[src/rtl/static_frame_sequencer.sv]
// Sequences frozen-frame capture into the static BRAM, launches the correlator once the
// frame is complete, and arbitrates the static BRAM read port (correlator over display).
module static_frame_sequencer #(
  parameter int FRAME_W        = 640,
  parameter int FRAME_H        = 480,
  parameter int ADDR_W         = 19,
  parameter int TIMEOUT_CYCLES = 4000000,
  parameter int CNT_W          = 8
) (
  input  logic              clk,
  input  logic              reset,
  input  logic              tracking_mode,
  input  logic [ADDR_W-1:0] capture_addr,
  input  logic              corr_done,
  input  logic [ADDR_W-1:0] corr_rd_addr,
  input  logic              disp_rd_req,
  input  logic [ADDR_W-1:0] disp_rd_addr,
  output logic              static_we_en,
  output logic              corr_start,
  output logic              corr_active,
  output logic [ADDR_W-1:0] static_rd_addr,
  output logic              disp_rd_valid,
  output logic [2:0]        state,
  output logic [CNT_W-1:0]  frame_count,
  output logic              timeout_err
);

  localparam logic [ADDR_W-1:0] LAST_ADDR = ADDR_W'(FRAME_W * FRAME_H - 1);
  localparam int                TMR_W     = $clog2(TIMEOUT_CYCLES + 1);
  localparam logic [TMR_W-1:0]  TMR_LAST  = TMR_W'(TIMEOUT_CYCLES - 1);

  typedef enum logic [2:0] {
    IDLE       = 3'd0,
    WAIT_SOF   = 3'd1,
    CAPTURE    = 3'd2,
    START_CORR = 3'd3,
    CORRELATE  = 3'd4
  } state_t;

  state_t            state_q, state_d;
  logic [ADDR_W-1:0] prev_addr_q;
  logic              corr_done_prev_q;
  logic [TMR_W-1:0]  timer_q, timer_d;
  logic              static_we_en_q, static_we_en_d;
  logic              corr_start_q, corr_start_d;
  logic              corr_active_q, corr_active_d;
  logic [ADDR_W-1:0] rd_addr_q, rd_addr_d;
  logic              disp_grant_q, disp_grant_d;
  logic              disp_rd_valid_q, disp_rd_valid_d;
  logic [CNT_W-1:0]  frame_count_q, frame_count_d;
  logic              timeout_err_q, timeout_err_d;

  logic frame_end, corr_rise, abort, done_hit, timeout_hit, corr_owns;

  assign frame_end = (capture_addr == LAST_ADDR) && (prev_addr_q != LAST_ADDR);
  assign corr_rise = corr_done && !corr_done_prev_q;
  assign abort     = !tracking_mode && (state_q != IDLE);
  assign corr_owns = (state_q == START_CORR) || (state_q == CORRELATE);

  always_ff @(posedge clk or posedge reset) begin
    if (reset) begin
      state_q          <= IDLE;
      prev_addr_q      <= '0;
      corr_done_prev_q <= 1'b0;
      timer_q          <= '0;
      static_we_en_q   <= 1'b0;
      corr_start_q     <= 1'b0;
      corr_active_q    <= 1'b0;
      rd_addr_q        <= '0;
      disp_grant_q     <= 1'b0;
      disp_rd_valid_q  <= 1'b0;
      frame_count_q    <= '0;
      timeout_err_q    <= 1'b0;
    end else begin
      state_q          <= state_d;
      prev_addr_q      <= capture_addr;
      corr_done_prev_q <= corr_done;
      timer_q          <= timer_d;
      static_we_en_q   <= static_we_en_d;
      corr_start_q     <= corr_start_d;
      corr_active_q    <= corr_active_d;
      rd_addr_q        <= rd_addr_d;
      disp_grant_q     <= disp_grant_d;
      disp_rd_valid_q  <= disp_rd_valid_d;
      frame_count_q    <= frame_count_d;
      timeout_err_q    <= timeout_err_d;
    end
  end

  always_comb begin
    state_d     = state_q;
    done_hit    = 1'b0;
    timeout_hit = 1'b0;
    unique case (state_q)
      IDLE:       if (tracking_mode) state_d = WAIT_SOF;
      WAIT_SOF:   if (frame_end) state_d = CAPTURE;
      CAPTURE:    if (frame_end) state_d = START_CORR;
      START_CORR: state_d = CORRELATE;
      CORRELATE: begin
        // A done pulse beats a simultaneous timeout.
        if (corr_rise) begin
          done_hit = 1'b1;
          state_d  = WAIT_SOF;
        end else if (timer_q == TMR_LAST) begin
          timeout_hit = 1'b1;
          state_d     = WAIT_SOF;
        end
      end
      default:    state_d = IDLE;
    endcase
    if (abort) begin
      state_d     = IDLE;
      done_hit    = 1'b0;
      timeout_hit = 1'b0;
    end
  end

  always_comb begin
    static_we_en_d  = (state_d == CAPTURE);
    corr_start_d    = (state_d == START_CORR);
    corr_active_d   = (state_d == CORRELATE);
    timer_d         = (state_q == CORRELATE && state_d == CORRELATE) ? timer_q + 1'b1 : '0;
    frame_count_d   = frame_count_q + CNT_W'(done_hit);
    timeout_err_d   = timeout_err_q;
    if (state_q == IDLE && state_d == WAIT_SOF) timeout_err_d = 1'b0;
    else if (timeout_hit)                       timeout_err_d = 1'b1;
    rd_addr_d       = rd_addr_q;
    disp_grant_d    = 1'b0;
    if (abort) begin
      rd_addr_d = '0;
    end else if (corr_owns) begin
      rd_addr_d = corr_rd_addr;
    end else if (disp_rd_req) begin
      rd_addr_d    = disp_rd_addr;
      disp_grant_d = 1'b1;
    end
    // Valid trails the grant by one more cycle to cover the BRAM read latency.
    disp_rd_valid_d = abort ? 1'b0 : disp_grant_q;
  end

  assign static_we_en   = static_we_en_q;
  assign corr_start     = corr_start_q;
  assign corr_active    = corr_active_q;
  assign static_rd_addr = rd_addr_q;
  assign disp_rd_valid  = disp_rd_valid_q;
  assign state          = state_q;
  assign frame_count    = frame_count_q;
  assign timeout_err    = timeout_err_q;

endmodule

[config.mk]
export PLATFORM = sky130hd
export DESIGN_NAME = static_frame_sequencer
export DESIGN_NICKNAME = d
export VERILOG_FILES = /design/src/rtl/static_frame_sequencer.sv
export SDC_FILE = /design/constraint.sdc
export NUM_CORES = 1
export LEC_CHECK = 0
export CORE_MARGIN = 2
export CORE_UTILIZATION = 37
export DETAILED_ROUTE_END_ITERATION = 10
export PLACE_DENSITY = 0.68
export REMOVE_ABC_BUFFERS = 1
export SYNTH_ARGS = -nofsm -noshare
export SYNTH_HDL_FRONTEND = slang
export SYNTH_SLANG_ARGS = --single-unit
[constraint.sdc]
create_clock -name clk -period 2.4 [get_ports clk]
set_clock_uncertainty 0.1 [all_clocks]
set_input_delay 0.36 -clock clk [delete_from_list [all_inputs] [get_ports clk]]
set_output_delay 0.36 -clock clk [all_outputs]
set_load 0.05 [all_outputs]
### After elaboration in Yosys (flattened, before gate mapping)

Index checks and enable logic that the tools add are counted.

* flip-flop bits (word level): 78
* input port bits: 62
* output and inout bits: 35
* word-level logic and storage cells: 61

* $add $sub $neg: 2
* equality and inequality tests: 11
* muxes and demuxes: 24
* reductions and logical operators: 12

Operator list (count)
* 19-bit two-way mux: 3
* 22-bit by 1-bit adder with 22-bit output, second input constant: 1
* 22-bit equality test, second input constant: 1
* 22-bit two-way mux: 1
* 19-bit equality test, second input constant: 1
* 19-bit != test, second input constant: 1
* 3-bit two-way mux: 6
* 3-bit case mux with 5 select lines: 1
* 1-bit two-way mux: 13
* 3-bit by 2-bit equality test with 1-bit output, second input constant: 4
* 8-bit by 1-bit adder with 8-bit output: 1
* 3-bit by 1-bit equality test with 1-bit output, second input constant: 2
* 3-bit equality test, second input constant: 2
* 3-bit nonzero test: 2
* 1-bit logical AND: 5
* 3-bit zero test: 1
* 1-bit zero test: 2
* 2-bit nonzero test: 1
* 1-bit logical OR: 1

### Longest topological paths before layout

Gate-level depths: netlist (run 1).

* depth in word-level cells: 8
* depth in mapped cells: 8
* gate-level depth less buffers: 8

### Worst setup path before layout (run 1)

OpenSTA, ideal clock, no wires.

* path type: reg2reg
* start: register state_q[1], in the netlist state[1]
* end: register frame_count_q[6], in the netlist frame_count[6]
* library setup time: 82 ps
* data arrival time: 1869 ps
* data required time: 2218 ps
* path slack: 349 ps
* stages on the path, launching flop included: 9
* buffers on the path: 0
* clock period less this slack: 2051 ps
* path through: dfrtp_1 -> nor2_1 -> nand2_1 -> nor2_1 -> ha_1 -> ha_1 -> nand3_1 -> nor2_1 -> xor2_1

* cells in the longest elaborated chain, start to end: 4
* elaborated cells between the ends (all ways): 6
* those cells by class: add/sub (1); eq/ne (1); mux (2); reduce/logical (2)

Ends and longest elaborated chain
* start, declared: RTL line 40 `state_t state_q, state_d;`
* start signal, assigned: RTL line 75 `state_q <= state_d;`
* 3-bit equality test / 3-bit nonzero test (equally long branches): RTL line 94, 57
* 1-bit two-way mux / 1-bit logical AND (equally long branches): RTL line 94, 57
* 1-bit two-way mux (*): RTL line 111 `if (abort) begin`
* 8-bit by 1-bit adder with 8-bit output (*): RTL line 123 `frame_count_d = frame_count_q + CNT_W'(done_hit);`
* named net frame_count_d[6]: RTL line 50 `logic [CNT_W-1:0] frame_count_q, frame_count_d;`
* end signal, assigned: RTL line 85 `frame_count_q <= frame_count_d;`
* end, declared: RTL line 50

The timed path passes the listed nets; every way through them passes the cells marked *.
A chain may end at the register's enable or synchronous reset.

### Worst setup path in the final report (run 1)

* start: register state_q[2], in the netlist state[2]
* end: output state[2]

RTL lines
* end, declared: RTL line 23 `output logic [2:0] state,`

No word-level cell between the ends.

==> metrics, run 1 <==
Compound-Gate Fraction of Synth Area=a little over 6%; min Tclk post-route=between 2 and 2.5 ns; Avg WL per Cell=14.6 um; Reg clk slew, reported paths=about 0.080 ns; Mapped Area=3290 um^2; largest net degree at the start of global routing=79; GR Overflow Total=0; Worst path slowest cell=clkdlybuf4s50_1; Starting Density=37.9%; H-tree depth=3; TritonCTS clock tree=done; simple-gate share of the synthesized area=18.6%; TritonCTS Buffers=9; clock share of power=37.4%; global-route wire length before repair=12.4 mm; period utilization=91.7%; Sw Ratio=between 20 and 30%; Post-CTS Setup Bufs=0; setup TNS=0 ns; P_int=2140 uW; Diodes inserted=0; core area=8680 um^2; switching pwr=roughly 730 uW; TritonCTS sink count=78; worst-path fanout max=9; Antenna Nets Post-Route=0; largest family of logic cells by synthesized area=simple AND/OR/NAND/NOR gates; gpl congestion=0.803; post-CTS sizing=0; post-detail-place hpwl=5.07 mm; initial antenna violation count=0; status=finished clean; RSZ-0062 raised after global routing=false; Area Overhead vs Synth=41.1%; final-report hold violation count=0; mux cell area share after synthesis=under 10%; DRT Pass-1 Iters=4; Critical Path RT=1.94 ns; worst-skew pair later-pin latency=0.35 ns; Final Max Tran Viols=0; PortBufs=96; Critical R2R Launch=timer_q[8]; Max clock buf depth=2; Crit path largest cell delay=0.88 ns; crit start category=register; critical path arrival=between 1.5 and 2 ns; relative slew slack=around three fifths; cts hold-fix bufs=0; worst path bufs/invs=1; DR iter-0 viols=94; Pwr Density=~620 nW/um^2; CP Capture Type=output pin; Residual DRC=0; Die Ht=98.3 um; share of power burned in registers=roughly half; worst slack, placed=0.134 ns; Slew @ Worst Pin=0.605 ns; die width=about 98 um; nets=457; Min Hold Slack=0.333 ns; die area=9660 um^2; most frequent cells in the layout=clkdlybuf4s50_1 (96), dfrtp_1 (78), nor2_1 (51); via count=2526; I/O pin total=97; endpoints failing setup=0; Worst Setup Path Type=reg -> out; syn_area_per_cell=roughly 11 um^2; total leakage power=0.00197 uW; max frequency=~450 MHz; filler instances=770; MaxCap Viol Count=0; GRT Total Usage=16.1%; CP Cell Sequence=clkdlybuf4s50_1; min-delay worst type=in -> async; # rows=34; vias in the first global route=around 2500; adder-cell share of the synthesized area=1.14%; worst setup margin=0.200 ns; Comb pwr share=14.3%; ys flop type=dfrtp_1; share of post-route cells with drive strength above 1=8.31%; Post-Synth XOR/XNOR Area=approximately 6.9%; Root Buffer=clkbuf_8; Seq/Total Area, Yosys=59.4%; largest delay contributor family on the critical path=buffers and inverters; final WL=7.36 mm; synthesized instance count=287; vias per inst=5.00; #FFs+latches synth=78; commonest non-fill, non-tap cell in the layout=clkdlybuf4s50_1; Peak VDD IR=0.360 mV; FFs w/ async S/R, synth=100%; synthesis warning total=0; CP startpoint=state[2]; Finished Core Util=between 50% and 60%; Yosys cell types=36; EDFF count, synth=0
per-stage QoR:
step	area, um^2	instances	power [uW]
4_1_cts	4640	505	2910
6_report	4640	505	2870
3_5_place_dp	4420	489	1830
2_1_floorplan	3230	277	1610
5_1_grt	4640	505	3000
3_3_place_gp	4420	489	1820
synthesized netlist by cell type, types with 4 or more instances:
master,number,area (um^2)
a211oi_1,19,143
xnor2_1,9,78.8
xor2_1,17,149
nand4_1,12,75.1
nand3_1,13,65.1
nor2_1,51,191
nand2_1,15,56.3
mux2i_1,19,190
dfrtp_1,78,1950
clkbuf_1,6,22.5
a21oi_1,4,20.0
power by group through the flow:
stage	Combinational, uW	Sequential [uW]	Clock [uW]
final	412	1390	1070
after global routing	437	1390	1160
after CTS	417	1390	1100
after detailed placement	414	1410	0
after global placement	410	1410	0
after floorplan	80.0	1530	0
registers in the layout (all words and copies together), names as in the netlist, 3 cells and up:
| signal | cells |
|---|---|
| timer_q | 22 |
| state | 3 |
| frame_count | 8 |
| prev_addr_q | 19 |
| static_rd_addr | 19 |
path summary, 6_finish.rpt:
kind / end / slack [ns] / cells past startpoint
min in group clk: frame_count[7] / 0.38 / 1
hold reg to reg: frame_count[7] / 0.38 / 1
setup / recovery: state[2] / 0.20 / 1
max in group asynchronous: state[1] / 1.53 / 3
setup reg to reg: timer_q[6] / 0.30 / 6
hold / removal: frame_count[3] / 0.33 / 3
per-layer routing:
metal	vias to the layer above	GRT usage [%]	share of wire [%]
li1	1220	-	-
met1	1233	21.5	45
met2	65	25.6	48
met3	8	3.65	5.5
met4	0	6.64	1.6
met5	-	0	0
cell type report:
cell class	instances	area (um^2)	share of cell area [%]
flip-flops and latches	78	1950	42.1
multi-input cells	196	1270	27.5
repair buffers	104	1050	22.5
well taps	108	135	2.91
clock buffers	9	124	2.67
clock inverters	7	97.6	2.10
inverters	3	11.3	0.243
kinds of logic (layout without fill, tap and decap cells):
kind of cell	count (synthesis)	in the layout
AOI/OAI and AO/OA	28	28
xor gates and xnor gates	26	26
adders and majority gates	3	3
buffers and inverters	13	123
DFF	78	78
muxes	19	19
and+or+nand+nor	120	120
Power figures use the tool's default switching activity.
==> inputs of run 2 (changes only) <==
--- a/config.mk
+++ b/config.mk
@@ -8,6 +8,7 @@
 export CORE_MARGIN = 2
 export CORE_UTILIZATION = 37
 export DETAILED_ROUTE_END_ITERATION = 10
+export GPL_TIMING_DRIVEN = 0
 export PLACE_DENSITY = 0.68
 export REMOVE_ABC_BUFFERS = 1
 export SYNTH_ARGS = -nofsm -noshare
==> run 2 against run 1 <==
Net effect: clock power shrank 9.9%; largest power group unchanged; global-route usage decreased by 1.2 points; sequential cell count is the same; sequential share of layout area up 0.47 points; critical path type is now reg -> reg; fmax decreased by 1.5%; critical path depth is 4 higher; register-to-register slack worse by 0.13 ns; final area down 1.1%; combinational power about the same; sequential power barely moved; non-clock buffer count decreased by 6.
==> metrics, run 2 (same netlist as run 1, synthesis figures left out) <==
Slew @ Worst Pin=1.19 ns; Worst path slowest cell=or4_1; vias in the first global route=2492; commonest non-fill, non-tap cell in the layout=clkdlybuf4s50_1; relative slew slack=20.2%; filler instances=772; worst path bufs/invs=0; H-tree depth=3; Reg clk slew, reported paths=0.08 ns; Antenna Nets Post-Route=0; Max clock buf depth=2; Avg WL per Cell=14.0 um; die width=98.3 um; share of post-route cells with drive strength above 1=6.91%; met1 usage=20.0%; DR iter-0 viols=59; Most Crowded Layer GR=met2; Diodes inserted=0; DP Cell Count=483; I/O pin total=97; post-detail-place hpwl=4.90 mm; final-report hold violation count=0; setup TNS=0 ns; endpoints failing setup=0; CP Cell Sequence=or4_1 > nor4_2 > a31oi_1 > nand4_2 > nor2_1; largest net degree at the start of global routing=71; RSZ-0062 raised after global routing=true; Critical Path RT=about 2.5 ns; met2 global-route usage=24.2%; Area Overhead vs Synth=39.5%; GR Overflow Total=0; final WL=7.00 mm; DRT Pass-1 Iters=4; TritonCTS clock tree=done; Root Buffer=clkbuf_8; core area=8680 um^2; Pwr Density=about 600 nW/um^2; # rows=34; initial antenna violation count=0; critical path arrival=2.33 ns; worst-skew pair later-pin latency=0.34 ns; GRT Total Usage=14.9%; max frequency=447 MHz; largest delay contributor family on the critical path=simple AND/OR/NAND/NOR gates; most frequent cells in the layout=clkdlybuf4s50_1 (96), dfrtp_1 (78), nor2_1 (50); Pwr Total=2760 uW; worst-path fanout max=22; gpl congestion=0.759; Die Ht=98.3 um; MaxCap Viol Count=0; PortBufs=96; max reg flops=22; Residual DRC=0; nets=451; Worst Setup Path Type=reg -> reg; Starting Density=37.9%; min-delay worst type=in -> async; Most flops, register=timer_q; Finished Layout Cells=499; total leakage power=0.00194 uW; post-CTS sizing=0; Final Max Tran Viols=0; CP Capture Type=register; vias per inst=5.01; cts hold-fix bufs=0; crit start category=register; global-route wire length before repair=between 10 and 15 mm; TritonCTS sink count=a little under 80; min Tclk post-route=2.23 ns; Peak VDD IR=0.266 mV; status=finished clean; Post-CTS Setup Bufs=0; period utilization=93.1%; met3 global-route usage=2.93%; die area=around 9700 um^2; via count=between 2000 and 2500; TritonCTS Buffers=9; Crit path largest cell delay=roughly 0.55 ns
run 2: path summary, 6_finish.rpt:
path / from / to / slack (ns) / depth (start not counted)
setup / recovery: timer_q[8] / timer_q[14] / 0.17 / 5
setup reg to reg: timer_q[8] / timer_q[14] / 0.17 / 5
hold reg to reg: disp_grant_q / disp_rd_valid / 0.37 / 1
hold / removal: reset / frame_count[6] / 0.17 / 2
max in group asynchronous: reset / prev_addr_q[16] / 1.47 / 3
min in group clk: disp_grant_q / disp_rd_valid / 0.37 / 1
run 2: cell type report:
| type | count | area [um^2] | share of cell area, % |
|---|---|---|---|
| sequential | 78 | 1950 | 42.5 |
| inverter | 3 | 13.8 | 0.300 |
| timing repair buffer | 98 | 1000 | 21.9 |
| multi-input combinational | 196 | 1280 | 28.0 |
| clock inverter | 5 | 58.8 | 1.28 |
| clock buffer | 11 | 141 | 3.08 |
| tap | 108 | 135 | 2.95 |
run 2: power by group:
group / internal [uW] / total, uW / switching (uW)
logic: 189 / 413 / 224
registers: 1360 / 1390 / 22.6
clock network: 509 / 964 / 455
run 2: per-layer routing:
layer / wire, um / vias to the layer above
li1: - / 1214
met1: 3270 / 1220
met2: 3350 / 58
met3: 297 / 7
met4: 83 / 0
met5: 0 / -
run 2: metrics by stage:
stage | area [um^2] | hold slack [ns] | util, % | setup WS (ns)
finish | 4590 | 0.172 | 52.9 | 0.165
global route | 4590 | 0.171 | 52.9 | -0.0206
CTS | 4590 | 0.166 | 52.9 | 0.143
detailed placement | 4390 | 0.358 | 50.6 | -0.0443
global placement | 4330 | 0.352 | 49.9 | -2.04
floorplan | 3230 | 0.291 | - | -1.21
==> inputs of run 3 (changes only) <==
--- a/config.mk
+++ b/config.mk
@@ -9,8 +9,11 @@
 export CORE_UTILIZATION = 37
 export DETAILED_ROUTE_END_ITERATION = 10
 export GPL_TIMING_DRIVEN = 0
+export HOLD_SLACK_MARGIN = 0.06
 export PLACE_DENSITY = 0.68
+export RECOVER_POWER = 100
 export REMOVE_ABC_BUFFERS = 1
+export SETUP_SLACK_MARGIN = 0.5
 export SYNTH_ARGS = -nofsm -noshare
 export SYNTH_HDL_FRONTEND = slang
 export SYNTH_SLANG_ARGS = --single-unit
==> run 3 against run 2 <==
Net effect: global-route usage rose by 0.99 points; total power is 0.41% lower; clock power rose by 0.7%; critical path depth stayed put; sequential power about the same.
==> metrics, run 3 (same netlist as run 1, synthesis figures left out) <==
Critical Path RT=roughly 2.5 ns; gpl congestion=about 0.76; critical path arrival=between 2 and 2.5 ns; status=finished clean; relative slew slack=19.2%; min Tclk post-route=between 2 and 2.5 ns; flip-flop and latch area=1950 um^2; Pwr Density=575 nW/um^2; max reg flops=22; Reg2Reg Depth=5; reg2reg end=timer_q[8]; crit start category=register; PortBufs=96; period utilization=88.7%; total leakage power=0.00217 uW; Avg WL per Cell=15.3 um; uppermost layer routed=met4; DP Cell Count=483; nets=469; share of post-route cells with drive strength above 1=11.7%; max frequency=around 470 MHz; GRT Total Usage=between 15 and 20%; global-route wire length before repair=12.4 mm; Die Ht=98.3 um; initial antenna violation count=0; Area Overhead vs Synth=45.6%; RSZ-0062 raised after global routing=true; post-detail-place hpwl=about 4.9 mm; TritonCTS Buffers=9; GR Overflow Total=0; H-tree depth=3; Max clock buf depth=2; worst hold path endpoint=prev_addr_q[14]; min-delay worst type=in -> reg; Pwr Total=2750 uW; worst-path fanout max=11; Reg clk slew, reported paths=0.08 ns; Hold Startpoint=capture_addr[14]; most frequent cells in the layout=dfrtp_1 (78), nor2_1 (46), clkdlybuf4s50_1 (38); Critical R2R Launch=timer_q[8]; # rows=34; worst-skew pair later-pin latency=0.34 ns; Crit path largest cell delay=0.58 ns; area occupied by multi-input gates=1410 um^2; met3 WL=~330 um; core area=around 8700 um^2; TritonCTS sink count=78; largest net degree at the start of global routing=71; CP Cell Sequence=or4_1 > nor4_4 > a31oi_2 > nand4_4 > nor2_1; vias per inst=5.16; Residual DRC=0; endpoints failing setup=0; die width=about 100 um; via count=about 2700; final-report hold violation count=0; DRT Pass-1 Iters=4; Finished Layout Cells=517; Slew @ Worst Pin=approximately 1.2 ns; Worst path slowest cell=or4_1; wl on met1=3.51 mm; Final Max Tran Viols=0; vias in the first global route=roughly 2600; DR iter-0 viols=74; Antenna Nets Post-Route=0; Starting Density=between 30% and 40%; die area=9660 um^2; filler instances=779; CP Capture Type=register; I/O pin total=97; TritonCTS clock tree=done; worst path bufs/invs=0; largest delay contributor family on the critical path=simple AND/OR/NAND/NOR gates; Worst Setup Path Type=reg -> reg; Peak VDD IR=0.245 mV; DR WL met2=roughly 3.9 mm; commonest non-fill, non-tap cell in the layout=dfrtp_1; Diodes inserted=0; hold path cells=1; setup slack, reg-to-reg=0.27 ns; final WL=7.89 mm; MaxCap Viol Count=0; Most flops, register=timer_q; Root Buffer=clkbuf_8
==> run 3: cell count changes in the layout (fill, tap and decap cells not counted), sizes merged, moves of 3 or more <==
cell and delta:
clkbuf +3, buf +7, clkdlybuf4s25 +7, dlygate4sd2 +34, dlygate4sd3 +19, clkdlybuf4s50 -58
==> run 3: metrics by stage <==
stage	area [um^2]	utilization (%)	setup TNS (ns)	hold slack [ns]	setup slack [ns]
finish	4790	55.2	0	0.214	0.272
detailed placement	4390	50.6	-0.0557	0.358	-0.0443
CTS	4640	53.5	0	0.166	0.337
global route	4790	55.2	0	0.210	0.171
global placement	4330	49.9	-141.10	0.352	-2.04
floorplan	3230	-	-28.35	0.291	-1.21
==> run 3: cell type report <==
cell class / count / area share (%)
multi-input combinational: 200 / 29.4
clock inverter: 5 / 1.23
tap: 108 / 2.82
sequential: 78 / 40.8
timing repair buffer: 112 / 22.6
clock buffer: 11 / 2.95
inverter: 3 / 0.261
==> run 3: timing repair <==
item	in CTS	in global routing
hold endpoints to repair	0	5
gates resized for setup	48	29
buffers inserted	3	6
gates cloned	1	3
pin swaps	2	14
endpoints found under the setup margin	85	56
hold buffers	0	5
==> run 3: worst register-to-register path: cells and delay by family (launching register included) <==
kind	cells	cell delay, ns
AO/OA/AOI/OAI	1	0.26
flip-flops	1	0.40
AND/OR/NAND/NOR	4	1.25
==> run 3: power breakdown <==
part | internal [uW] | leakage (uW) | switching (uW)
Clock | 509 | 0.0000955 | 461
Sequential | 1360 | 0.00101 | 22.3
Combinational | 163 | 0.00106 | 233
Total | 2040 | 0.00217 | 716
==> run 3: how the worst max path moves through the flow <==
stage,start,endpoint,slack [ns],cells past startpoint
finish,timer_q[8],timer_q[8],0.27,5
detailed placement,capture_addr[3],state[1],-0.04,6
global route,capture_addr[3],state[0],0.17,7
CTS,state[1],frame_count[6],0.34,8
global placement,state[2],static_rd_addr[5],-2.04,3
floorplan,state[2],static_rd_addr[0],-1.21,3
==> run 3: metal layers <==
metal / GRT usage (%) / vias to the layer above
li1: - / 1262
met1: 21.1 / 1326
met2: 26.4 / 69
met3: 2.93 / 9
met4: 5.37 / 0
met5: 0 / -
